===== config.mk =====
export PLATFORM = sky130hd
export DESIGN_NAME = imm_extend_pipe_flat
export DESIGN_NICKNAME = d
export VERILOG_FILES = /design/src/rtl/imm_ext_pkg.sv /design/src/rtl/imm_extend_pipe_if.sv /design/src/rtl/imm_extend_core.sv /design/src/rtl/imm_extend_pipe.sv /design/src/flat_wrapper.sv
export SDC_FILE = /design/constraint.sdc
export NUM_CORES = 1
export LEC_CHECK = 0
export CAP_MARGIN = 20
export CORE_UTILIZATION = 48
export DETAILED_ROUTE_END_ITERATION = 8
export PLACE_DENSITY_LB_ADDON = 0.2
export SYNTH_ARGS = -nofsm -noshare
export SYNTH_HDL_FRONTEND = slang
export SYNTH_SLANG_ARGS = --single-unit
export TNS_END_PERCENT = 5

===== constraint.sdc =====
create_clock -name clk -period 1.5 [get_ports clk]
set_clock_uncertainty 0.15 [all_clocks]
set_input_delay 0.3 -clock clk [delete_from_list [all_inputs] [get_ports clk]]
set_output_delay 0.3 -clock clk [all_outputs]
set_load 0.005 [all_outputs]

===== src/rtl/imm_ext_pkg.sv =====
// Shared constants for the immediate-extension stage: mode encodings and mode field width.
package imm_ext_pkg;

    localparam int IMM_MODE_W = 2;

    localparam logic [IMM_MODE_W-1:0] MODE_SEXT      = 2'd0;
    localparam logic [IMM_MODE_W-1:0] MODE_ZEXT      = 2'd1;
    localparam logic [IMM_MODE_W-1:0] MODE_UPPER     = 2'd2;
    localparam logic [IMM_MODE_W-1:0] MODE_SEXT_SHL2 = 2'd3;

endpackage


===== src/rtl/imm_extend_pipe_if.sv =====
// Stream bus for the immediate-extension stage: upstream offer side plus downstream result side.
interface imm_extend_pipe_if #(
    parameter int IN_W  = 16,
    parameter int OUT_W = 32,
    parameter int TAG_W = 5
);
    import imm_ext_pkg::*;

    // Handshake: a beat transfers on a rising edge where valid & ready are both 1.
    // The producer holds its payload while valid & !ready; ready never depends combinationally on valid.
    logic                  in_valid;
    logic                  in_ready;
    logic [IN_W-1:0]       in_imm;
    logic [IMM_MODE_W-1:0] in_mode;
    logic [TAG_W-1:0]      in_tag;
    logic                  out_valid;
    logic                  out_ready;
    logic [OUT_W-1:0]      out_imm;
    logic [TAG_W-1:0]      out_tag;
    logic [1:0]            dbg_occ;

    modport master (
        output in_valid, in_imm, in_mode, in_tag, out_ready,
        input  in_ready, out_valid, out_imm, out_tag, dbg_occ
    );

    modport slave (
        input  in_valid, in_imm, in_mode, in_tag, out_ready,
        output in_ready, out_valid, out_imm, out_tag, dbg_occ
    );

endinterface


===== src/rtl/imm_extend_core.sv =====
// Combinational widening of an IN_W immediate to OUT_W according to the extension mode.
module imm_extend_core
    import imm_ext_pkg::*;
#(
    parameter int IN_W  = 16,
    parameter int OUT_W = 32
) (
    input  logic [IN_W-1:0]       imm,
    input  logic [IMM_MODE_W-1:0] mode,
    output logic [OUT_W-1:0]      ext
);

    localparam int E = OUT_W - IN_W;

    logic [OUT_W-1:0] sext;

    assign sext = {{E{imm[IN_W-1]}}, imm};

    // Shifting the sign-extended value keeps the branch-offset case free of a zero-width replication.
    always_comb begin
        ext = sext;
        case (mode)
            MODE_SEXT:      ext = sext;
            MODE_ZEXT:      ext = {{E{1'b0}}, imm};
            MODE_UPPER:     ext = {imm, {E{1'b0}}};
            MODE_SEXT_SHL2: ext = sext << 2;
            default:        ext = sext;
        endcase
    end

endmodule


===== src/rtl/imm_extend_pipe.sv =====
// Registered immediate-extension stage with a main output register and one skid entry,
// so downstream back-pressure never drops an accepted immediate.
module imm_extend_pipe
    import imm_ext_pkg::*;
#(
    parameter int IN_W  = 16,
    parameter int OUT_W = 32,
    parameter int TAG_W = 5
) (
    input  logic            clk,
    input  logic            rst_n,
    input  logic            flush,
    imm_extend_pipe_if.slave bus
);

    if (IN_W < 2) begin : g_bad_in_w
        $error("imm_extend_pipe: IN_W must be at least 2");
    end
    if (OUT_W < IN_W + 2) begin : g_bad_out_w
        $error("imm_extend_pipe: OUT_W must be at least IN_W+2");
    end

    logic [OUT_W-1:0] ext;

    imm_extend_core #(
        .IN_W (IN_W),
        .OUT_W(OUT_W)
    ) u_core (
        .imm (bus.in_imm),
        .mode(bus.in_mode),
        .ext (ext)
    );

    logic             out_valid_q;
    logic [OUT_W-1:0] out_imm_q;
    logic [TAG_W-1:0] out_tag_q;
    logic             skid_valid_q;
    logic [OUT_W-1:0] skid_imm_q;
    logic [TAG_W-1:0] skid_tag_q;

    logic accept;
    logic main_load;

    assign accept    = bus.in_valid & ~skid_valid_q;
    assign main_load = ~out_valid_q | bus.out_ready;

    // Occupancy flags: skid_valid_q is only ever set while the main register is full.
    always_ff @(posedge clk or negedge rst_n) begin
        if (!rst_n) begin
            out_valid_q  <= 1'b0;
            skid_valid_q <= 1'b0;
        end else if (flush) begin
            out_valid_q  <= 1'b0;
            skid_valid_q <= 1'b0;
        end else if (main_load) begin
            out_valid_q  <= skid_valid_q | accept;
            skid_valid_q <= 1'b0;
        end else if (accept) begin
            skid_valid_q <= 1'b1;
        end
    end

    // Payload registers; a flush leaves them untouched since their value is then don't-care.
    always_ff @(posedge clk or negedge rst_n) begin
        if (!rst_n) begin
            out_imm_q  <= '0;
            out_tag_q  <= '0;
            skid_imm_q <= '0;
            skid_tag_q <= '0;
        end else if (!flush) begin
            if (main_load) begin
                if (skid_valid_q) begin
                    out_imm_q <= skid_imm_q;
                    out_tag_q <= skid_tag_q;
                end else if (accept) begin
                    out_imm_q <= ext;
                    out_tag_q <= bus.in_tag;
                end
            end else if (accept) begin
                skid_imm_q <= ext;
                skid_tag_q <= bus.in_tag;
            end
        end
    end

    assign bus.in_ready  = ~skid_valid_q;
    assign bus.out_valid = out_valid_q;
    assign bus.out_imm   = out_imm_q;
    assign bus.out_tag   = out_tag_q;
    assign bus.dbg_occ   = {1'b0, out_valid_q} + {1'b0, skid_valid_q};

endmodule


===== src/flat_wrapper.sv =====
// flat-port wrapper written by rule: the top's interface ports become plain ports
module imm_extend_pipe_flat import imm_ext_pkg::*;
#(
    parameter int IN_W  = 16,
    parameter int OUT_W = 32,
    parameter int TAG_W = 5
)
  (clk, rst_n, flush, bus_in_valid, bus_in_imm, bus_in_mode, bus_in_tag, bus_out_ready, bus_in_ready, bus_out_valid, bus_out_imm, bus_out_tag, bus_dbg_occ);
  imm_extend_pipe_if #(.IN_W(IN_W), .OUT_W(OUT_W), .TAG_W(TAG_W)) bus_i ();
  input  logic clk;
  input  logic rst_n;
  input  logic flush;
  input wire logic [$bits(bus_i.in_valid)-1:0] bus_in_valid;
  input wire logic [$bits(bus_i.in_imm)-1:0] bus_in_imm;
  input wire logic [$bits(bus_i.in_mode)-1:0] bus_in_mode;
  input wire logic [$bits(bus_i.in_tag)-1:0] bus_in_tag;
  input wire logic [$bits(bus_i.out_ready)-1:0] bus_out_ready;
  output wire logic [$bits(bus_i.in_ready)-1:0] bus_in_ready;
  output wire logic [$bits(bus_i.out_valid)-1:0] bus_out_valid;
  output wire logic [$bits(bus_i.out_imm)-1:0] bus_out_imm;
  output wire logic [$bits(bus_i.out_tag)-1:0] bus_out_tag;
  output wire logic [$bits(bus_i.dbg_occ)-1:0] bus_dbg_occ;
  assign bus_i.in_valid = bus_in_valid;
  assign bus_i.in_imm = bus_in_imm;
  assign bus_i.in_mode = bus_in_mode;
  assign bus_i.in_tag = bus_in_tag;
  assign bus_i.out_ready = bus_out_ready;
  assign bus_in_ready = bus_i.in_ready;
  assign bus_out_valid = bus_i.out_valid;
  assign bus_out_imm = bus_i.out_imm;
  assign bus_out_tag = bus_i.out_tag;
  assign bus_dbg_occ = bus_i.dbg_occ;
  imm_extend_pipe #(.IN_W(IN_W), .OUT_W(OUT_W), .TAG_W(TAG_W)) u_core (.clk(clk), .rst_n(rst_n), .flush(flush), .bus(bus_i));
endmodule

== Word level (Yosys, flattened, before mapping) ==
Index checks and enable logic that the tools add are counted.

* $add $sub $neg: 1
* $mul: 0
* Div/mod/pow operators: 0
* $lt $le $gt $ge: 0
* Equality and inequality tests: 3
* Shift-type cells: 0
* Mux-type cells: 10
* Bitwise operators: 7
* Reductions and logical operators: 6

{| class="wikitable"
|+ Operator list
! kind !! count
|-
| $pmux W32 S4 || 1
|-
| $mux W32 || 2
|-
| $mux W5 || 2
|-
| $reduce_and A3 Y1 || 2
|-
| $mux W1 || 5
|-
| $eq A2 B2 Y1 const B || 2
|-
| $not A1 Y1 || 4
|-
| $reduce_bool A2 Y1 || 2
|-
| $reduce_bool A3 Y1 || 1
|-
| $add A1 B1 Y2 || 1
|-
| $eq A2 B1 Y1 const B || 1
|-
| $logic_not A2 Y1 || 1
|-
| $or A1 B1 Y1 || 2
|-
| $and A1 B1 Y1 || 1
|}

* Register bits after elaboration: 76
* Latch bits: 0
* Bits in writable memories: 0
* Bits in read-only memories: 0
* Bits of input ports: 28
* Output and inout port bits: 41
* Logic and storage cells: 33
* Memories kept: 0

== Logic depth before layout (Yosys ltp) ==
Gate-level depths: netlist of the first run.

* Depth in word-level cells: 5
* Gate-level depth with buffers: 6
* Depth with buffers taken out: 3

== Hierarchy ==
Synthesis of the first run repeated with hierarchy kept, for this count alone.

* Cell total of the unflattened synthesis: 267
* Area total of the unflattened synthesis: 3813.7 µm²

{| class="wikitable"
|+ Modules (own cells, without submodules)
! module !! times used !! cells an instance !! area an instance (µm²) !! seq. area each (µm²)
|-
| imm_extend_pipe || 1 || 207 || 3301.9 || 1901.8
|-
| imm_extend_core || 1 || 60 || 511.7 || 0.0
|}

== Worst setup path after synthesis of the first run ==
OpenSTA, ideal clock, no wires.

* Kind: flip-flop to flip-flop
* From: reg u_core.out_valid_q (netlist: u_core.bus.out_valid)
* To: reg u_core.out_imm_q[23] (netlist: u_core.bus.out_imm[23])
* Library setup time: 0.121 ns
* Arrival: 1.285 ns
* Data required time: 1.229 ns
* Path slack: -0.056 ns
* Stages on the path, launching flop included: 6
* Path buffers: 2
* Clock period less this slack: 1.556 ns
* Path through: dfrtp_1 > and2b_4 > or2_1 > buf_6 > buf_6 > a22o_1

* Cells in the longest elaborated chain, start to end: 3

{| class="wikitable"
|+ Ends and longest elaborated chain
! element !! line !! RTL
|-
| start: declaration || imm_extend_pipe.sv:34 || <nowiki>logic out_valid_q;</nowiki>
|-
| start signal: assignment || imm_extend_pipe.sv:56 || <nowiki>out_valid_q <= skid_valid_q | accept;</nowiki>
|-
| $not A1 Y1 || imm_extend_pipe.sv:45 || <nowiki>assign main_load = ~out_valid_q | bus.out_ready;</nowiki>
|-
| $or A1 B1 Y1 || imm_extend_pipe.sv:45 ||
|-
| $reduce_and A3 Y1 (no line) || n/a ||
|-
| end signal: assignment || imm_extend_pipe.sv:73 || <nowiki>out_imm_q <= skid_imm_q;</nowiki>
|-
| end signal: assignment || imm_extend_pipe.sv:76 || <nowiki>out_imm_q <= ext;</nowiki>
|-
| end: declaration || imm_extend_pipe.sv:35 || <nowiki>logic [OUT_W-1:0] out_imm_q;</nowiki>
|}

Every way passes these cells.
A chain may end at the register's enable or synchronous reset.

== Worst setup path after layout of the first run ==
* From: reg u_core.out_valid_q (netlist: u_core.bus.out_valid)
* To: reg u_core.out_imm_q[13] (netlist: u_core.bus.out_imm[13])

The elaborated chain is that of the path after synthesis.

==> results of run 1 <==
[cell usage in the layout (no fill, tap or decap), types with 2 or more instances in the layout]
cell | Yosys | final
nor2_1 | 16 | 15
buf_12 | 0 | 10
o31ai_1 | 14 | 5
buf_4 | 0 | 26
o21ai_1 | 0 | 16
buf_6 | 6 | 8
o21ai_0 | 44 | 28
and2_1 | 3 | 3
clkinvlp_4 | 0 | 2
clkinv_2 | 0 | 2
mux2_2 | 24 | 9
o21bai_1 | 15 | 14
nor3_2 | 0 | 5
nor2b_1 | 17 | 17
o31ai_4 | 0 | 2
nor3_1 | 17 | 12
mux2i_1 | 24 | 23
mux2_4 | 0 | 26
clkbuf_8 | 0 | 10
dlygate4sd2_1 | 0 | 39
a22o_1 | 27 | 27
o31ai_2 | 0 | 7
clkdlybuf4s50_1 | 0 | 25
dfrtp_1 | 76 | 75
nand2_1 | 2 | 2
a221oi_1 | 13 | 13
[final timing paths]
path	start	endpoint	slack [ps]	depth (start not counted)
worst max-delay path	u_core.bus.out_valid	u_core.bus.out_imm[13]	-200	6
worst min-delay path	rst_n	u_core.bus.out_imm[8]	230	2
worst max register to register	u_core.bus.out_valid	u_core.bus.out_imm[13]	-200	6
worst min register to register	u_core.bus.out_tag[1]	u_core.bus.out_tag[1]	350	2
max in group asynchronous	rst_n	u_core.bus.out_imm[30]	470	3
min in group clk	u_core.bus.out_tag[1]	u_core.bus.out_tag[1]	350	2
[cells by family after synthesis]
logic type                 count (synthesis)
AOI/OAI and AO/OA                        118
adders and majority gates                  1
buffers and inverters                     38
DFF                                       76
muxes                                     60
and+or+nand+nor                           61
[state kept, by name, summed over array words and instances (netlist names)]
| signal | cells |
|---|---|
| u_core.bus.out_imm | 32 |
| u_core.bus.out_tag | 5 |
| u_core.bus.out_valid | 1 |
| u_core.skid_imm_q | 32 |
| u_core.skid_tag_q | 5 |
| u_core.skid_valid_q | 1 |
[what timing repair did]
action	in CTS	in global routing
pin swaps	8	2
gates cloned	2	0
setup endpoints to repair	114	78
gates resized for setup	101	27
hold endpoints to repair	39	0
hold buffers	1	0
setup buffers	5	1
[report_power, final]
part | internal (mW) | switching (mW)
clock network | 0.811 | 0.784
registers | 2.46 | 0.220
logic | 0.847 | 0.588
[area by class of cell]
type	count	area (sq um)	share of cell area
clock buffers	10	138	0.0253
clock inverters	6	63.8	0.0117
inverters	3	13.8	0.00253
multi-input cells	240	2030	0.373
flip-flops and latches	76	1900	0.350
well taps	102	128	0.0235
repair buffers	113	1160	0.214
[metal layers]
layer,share of wire,vias to the layer above,wire (um),global-route usage
met4,0.022,0,238,0.116
met2,0.48,104,5290,0.420
li1,-,1497,-,-
met5,0,-,0,0
met1,0.44,1659,4870,0.365
met3,0.051,20,556,0.0411
[critical path: stages, from the launching register on]
cell	delay [ps]
dfrtp_1	420
buf_6	130
and2b_4	170
buf_4	140
buf_6	170
o21ai_0	280
o31ai_2	120
==> results.yml, run 1 <==
synth:
  synthTopCellsByCount: "76 x dfrtp_1, 44 x o21ai_0, 27 x a22o_1, 24 x mux2_2, 24 x mux2i_1"
  synthArstFlopShare: 1.00
  yosys.area_share.adder: 0.00319
  synth_edf_count: 0
  netlist_area_sq_mm: 0.00392
  yosys.cell_count.top_type: "dfrtp_1"
  yosysUniqueCellTypes: 31
  synth_seq_cells: 76
  ys_top_cells_by_area: "dfrtp_1 48%, mux2_2 6.9%, mux2i_1 6.1%, a22o_1 6.0%, o21ai_0 5.6%"
  yosys.area.top_type: "dfrtp_1"
  synth-compound-area-share: 0.211
  synthCells: 354
  yosys.area_share.simple: 0.0842
  synth_mux_area_frac: 0.165
  synth.net_count: 383
  yosysWarningCount: 0
  synth_flop_cell: "dfrtp_1"
  seq_area_frac_synth: 0.485
  syn_avg_cell_area_sq_um: 11.1
  synth_top_cell_area_share: 0.485
  synth_top_family_by_area: "compound AO/OA/AOI/OAI gates"
  synth-xor-area-share: 0
route:
  drc: 0
  ant_nets: 0
  vias: 3280
  detail_route.wl_per_cell_um: 19.9
  wirelength_um: 11000
  dr.pass1.iters: 5
  drt_iter0_markers: 176
  viasPerCell: 5.96
timing:
  setup_ws_ps: -202
  setup_tns_ps: -9350
  period_needed_ps: 1700
  slew_headroom: 0.648
  fmax_mhz: 588
  rsz0062_at_grt: "yes"
  finalSetupViolCount: 76
  tightest_slew_ps: 528
  hold_viol_final: 0
  fin_crit_sh: 1.13
  holdWs_ps: 229
  drv_slew: 0
placed_design:
  hpwl_um: 6790
  gp_congestion: 0.817
  place_area_sq_mm: 0.00493
  port-buffer-count: 68
  dp.cells: 526
  place_ws_ps: -609
setup_path:
  worstPathMaxFanout: 23
  cp-start-kind: "register"
  worst_setup_path_end_kind: "register"
  required_ps: 1570
  path_class: "reg -> reg"
  worstPathArrival_ps: 1770
pwr:
  p_total_mw: 5.71
  ir_worst_vdd_uv: 561
  p_leak_nw: 2.57
  power_density_mw_per_mm2: 1050
cells_and_area:
  final_util: 0.696
  area_growth_pct: 38.6
  final_nets: 472
  fin_area_sq_mm: 0.00544
  final-instance-count-excl-fill: 550
  antenna_cells: 0
  n_fill_cell: 586
  drive_gt1_frac: 0.277
floorplanning:
  core-area_sq_mm: 0.00781
  io_pins: 69
  num_rows: 32
  dieArea_sq_mm: 0.00854
  start_util: 0.502
  dieHeight_um: 92.4
  die_w_um: 92.4
run:
  maxCapViolCount: 0
status:
  violations: "setup timing"
  status: "complete, but fails checks"
global_route:
  grt_pass1_vias: 3345
  gr-usage-all-layers: 0.267
  grt_pass1_wl_um: 17400
  gr-total-overflow: 0
  grt_max_degree: 40
  antenna_found_initial: 0
clock_tree:
  clk_pin_slew_ps: 80
  cts_made_buffers: 9
  insertion_delay_ps: 350
  root_buffer: "clkbuf_8"
  ctsHtreeMaxLevel: 3
  clk_path_buf_depth: 2
  cts_tree: "done"
  clock_sinks: 76
worst_hold_path:
  hold_class: "in -> async"
(Power assumes the default switching activity.)
==> inputs of run 2 (changes only) <==
CTS_CLUSTER_DIAMETER = 200   (was unset)
SKIP_CTS_REPAIR_TIMING = 1   (was unset)
SLEW_MARGIN = 15   (was unset)
==> results.yml, run 2 (synthesis results as in run 1) <==
timing:
  fin_crit_sh: 1.13
  period_needed_ps: 1700
  hold_viol_final: 0
  fmax_mhz: 590
  slew_headroom: 0.716
  rsz0062_at_grt: "yes"
  setup_ws_ps: -195
  tightest_slew_ps: 425
  drv_slew: 0
  finalSetupViolCount: 77
cells_and_area:
  final_util: 0.707
  final_nets: 474
  final_cell_mix: "75 x dfrtp_1, 41 x dlymetal6s2s_1, 37 x o21ai_0"
  antenna_cells: 0
  fin_area_sq_mm: 0.00552
  n_fill_cell: 559
  layout_commonest_cell: "dfrtp_1"
  drive_gt1_frac: 0.264
  area_growth_pct: 40.6
floorplanning:
  io_pins: 69
  core-area_sq_mm: 0.00781
  dieArea_sq_mm: 0.00854
  dieHeight_um: 92.4
  num_rows: 32
  die_w_um: 92.4
  start_util: 0.502
status:
  violations: "setup timing"
  status: "complete, but fails checks"
placed_design:
  hpwl_um: 6790
  place_area_sq_mm: 0.00493
  port-buffer-count: 68
  gp_congestion: 0.817
global_route:
  grt_max_degree: 40
  antenna_found_initial: 0
  gr-total-overflow: 0
  grt_pass1_wl_um: 16200
  grt_pass1_vias: 3124
  gr-usage-all-layers: 0.246
clock_tree:
  clock_sinks: 76
  clk_path_buf_depth: 2
  ctsHtreeMaxLevel: 3
  insertion_delay_ps: 350
  cts_made_buffers: 9
  clk_pin_slew_ps: 80
  cts_tree: "done"
  root_buffer: "clkbuf_8"
route:
  wirelength_um: 10900
  viasPerCell: 5.98
  detail_route.wl_per_cell_um: 19.8
  dr.pass1.iters: 5
  drt_iter0_markers: 195
  drc: 0
  ant_nets: 0
  vias: 3301
worst_hold_path:
  hold_class: "in -> async"
run:
  maxCapViolCount: 0
setup_path:
  path_class: "reg -> out"
  r2r_setup_slack_ps: -110
  crit_path_top_delay_cell: "dfrtp_1"
  cp-start-kind: "register"
  worst_setup_path_end_kind: "primary output"
  reg2reg_from: "u_core.bus.out_valid"
  required_ps: 1050
  cp_cell_sequence: "buf_6 > ha_4 > buf_6"
  rr_endpoint: "u_core.bus.out_imm[10]"
  reg2reg_depth: 4
  critical-path-max-stage-delay_ps: 430
  worstPathMaxFanout: 3
  worstPathArrival_ps: 1250
  crit_top_cell: "buf_6"
pwr:
  ir_worst_vdd_uv: 554
  power_density_mw_per_mm2: 1030
  p_total_mw: 5.69
  p_leak_nw: 2.91
-- run 2: cell count changes in the layout (fill, tap and decap cells not counted), moves of 5 or more --
cell,previous run,this run
mux2_2,9,24
dlymetal6s2s_1,0,41
nor3_1,12,17
o21ai_1,16,7
dlygate4sd2_1,39,0
mux2_4,26,11
o21ai_0,28,37
nor3_2,5,0
-- run 2: layout make-up --
cell class	count	area, sq um	area share
Inverter	3	11.3	0.00204
Clock inverter	6	63.8	0.0116
Multi-Input combinational cell	240	1940	0.352
Tap cell	102	128	0.0231
Clock buffer	10	138	0.0249
Timing Repair Buffer	115	1330	0.241
Sequential cell	76	1900	0.345
-- run 2: worst max path at each step --
stage | startpoint | to | slack, ps | cells past startpoint
2_1_floorplan | u_core.bus.out_valid | u_core.skid_imm_q[13] | -40 | 4
3_3_place_gp | bus_in_mode[1] | u_core.skid_imm_q[19] | -610 | 6
3_5_place_dp | bus_in_mode[1] | u_core.skid_imm_q[19] | -610 | 6
4_1_cts | u_core.skid_valid_q | bus_dbg_occ[0] | -560 | 2
5_1_grt | u_core.bus.out_valid | bus_dbg_occ[0] | -230 | 3
6_report | u_core.bus.out_valid | bus_dbg_occ[0] | -200 | 3
-- run 2: metrics by stage --
stage / setup slack (ps) / hold slack, ps / cells / setup TNS (ps)
4_1_cts: -563 / -316 / 542 / -16060
2_1_floorplan: -41.3 / -146 / 354 / -1260
6_report: -195 / 230 / 552 / -5630
3_3_place_gp: -609 / 61.8 / 526 / -34910
5_1_grt: -225 / 251 / 552 / -8430
3_5_place_dp: -609 / 66.1 / 526 / -35900
-- run 2: critical path: cells and delay by family (launching register included) --
family	cells	cell delay [ps]
buffers and inverters	2	250
DFF	1	430
adders and majority gates	1	220
-- run 2: power breakdown --
part           switching, mW  internal (mW)  total (mW)  leakage, nW
Combinational          0.567          0.850        1.42         1.84
Sequential             0.212           2.46        2.67        0.965
Clock                  0.795          0.811        1.61       0.0983
-- run 2: routing by layer --
metal  vias to the layer above  share of wire  GRT usage
li1                       1499              -          -
met1                      1677           0.46      0.337
met2                       111           0.48      0.387
met3                        14          0.053     0.0493
met4                         0          0.014     0.0924
met5                         -              0          0
==> inputs of run 3 (changes only) <==
CORE_UTILIZATION = 53   (was 48)
clock period = 1.8 ns   (was 1.5 ns; I/O delays follow)
==> results.yml, run 3 (synthesis results as in run 1) <==
timing:
  setup_ws_ps: -219
  tightest_slew_ps: 431
  period_needed_ps: 2020
  drv_slew: 0
  holdWs_ps: 304
  slew_headroom: 0.713
  fin_crit_sh: 1.12
  hold_viol_final: 0
  fmax_mhz: 495
  finalSetupViolCount: 2
  rsz0062_at_grt: "yes"
setup_path:
  required_ps: 1290
  worst_setup_path_end_kind: "primary output"
  cp-start-kind: "register"
  path_class: "reg -> out"
  startpoint: "u_core.skid_valid_q"
  reg2reg_from: "u_core.skid_valid_q"
  worstPathArrival_ps: 1510
  worstPathMaxFanout: 4
route:
  wirelength_um: 10100
  detail_route.wl_per_cell_um: 19.0
  drt_iter0_markers: 176
  ant_nets: 0
  vias: 3241
  dr.pass1.iters: 4
  drc: 0
  viasPerCell: 6.07
pwr:
  p_leak_nw: 2.30
  power_density_mw_per_mm2: 958
  ir_worst_vdd_uv: 605
  p_total_mw: 4.94
cells_and_area:
  n_fill_cell: 509
  final_nets: 462
  final_cell_mix: "76 x dfrtp_1, 64 x clkdlybuf4s50_1, 44 x o21ai_0"
  final-instance-count-excl-fill: 534
  drive_gt1_frac: 0.194
  fin_area_sq_mm: 0.00516
  antenna_cells: 0
  final_util: 0.739
  layout_commonest_cell: "dfrtp_1"
  area_growth_pct: 31.5
clock_tree:
  ctsHtreeMaxLevel: 3
  cts_made_buffers: 9
  clk_pin_slew_ps: 90
  clk_path_buf_depth: 2
  insertion_delay_ps: 360
  clock_sinks: 76
  cts_tree: "done"
  root_buffer: "clkbuf_8"
placed_design:
  place_area_sq_mm: 0.00486
  dp.cells: 515
  port-buffer-count: 68
  hpwl_um: 6810
  gp_congestion: 0.827
status:
  status: "complete, but fails checks"
  violations: "setup timing"
global_route:
  grt_max_degree: 40
  grt_pass1_vias: 3173
  gr-usage-all-layers: 0.278
  gr-total-overflow: 0
  grt_pass1_wl_um: 16100
  antenna_found_initial: 0
floorplanning:
  io_pins: 69
  core-area_sq_mm: 0.00698
  num_rows: 30
  dieHeight_um: 88.0
  start_util: 0.562
  die_w_um: 88.0
  dieArea_sq_mm: 0.00775
worst_hold_path:
  hold_class: "in -> async"
run:
  maxCapViolCount: 0
-- run 3: cell types whose count changed in the layout (fill, tap and decap cells not counted), moves of 7 or more --
| cell | before | now |
|---|---|---|
| mux2_4 | 11 | 0 |
| clkdlybuf4s50_1 | 24 | 64 |
| o21ai_1 | 7 | 0 |
| mux2_1 | 1 | 12 |
| o21ai_0 | 37 | 44 |
| dlymetal6s2s_1 | 41 | 3 |
-- run 3: worst paths after layout --
check,end,slack [ps],depth (start not counted)
worst max-delay path,bus_in_ready,-220,3
min in group clk,u_core.skid_imm_q[2],350,1
max in group asynchronous,u_core.bus.out_imm[3],680,3
worst min register to register,u_core.skid_imm_q[2],350,1
worst max register to register,u_core.skid_imm_q[22],50,6
worst min-delay path,u_core.bus.out_imm[10],300,2
-- run 3: power by group --
group          total, mW  switching, mW  internal [mW]  leakage (nW)
clock               1.62          0.691          0.931         0.124
sequential          2.23          0.180           2.05         0.967
combinational       1.09          0.442          0.651          1.20
total               4.94           1.31           3.63          2.30
-- run 3: layout make-up --
cell class / instances / area, sq um / share of cell area
multi-input combinational: 240 / 1840 / 0.356
clock inverter: 7 / 121 / 0.0235
timing repair buffer: 103 / 1040 / 0.202
sequential: 76 / 1900 / 0.369
tap: 96 / 120 / 0.0233
clock buffer: 9 / 124 / 0.0240
inverter: 3 / 11.3 / 0.00218
-- run 3: worst max-delay path, cell delays in order (launching register included) --
cell and delay, ps:
dfrtp_1 430, buf_4 180, inv_2 50, clkdlybuf4s50_1 490
-- run 3: layer usage --
metal,vias to the layer above,track usage,wire (um)
met5,-,0,0
met4,0,0.122,207
met3,22,0.0509,635
met2,133,0.445,4840
met1,1613,0.371,4460
li1,1473,-,-
-- run 3: per-stage QoR --
stage          setup TNS [ps]  worst slack (ps)
2_1_floorplan               0               204
3_3_place_gp           -17330              -334
3_5_place_dp           -19600              -396
4_1_cts                  -730              -301
5_1_grt                  -572              -252
6_report                 -361              -219
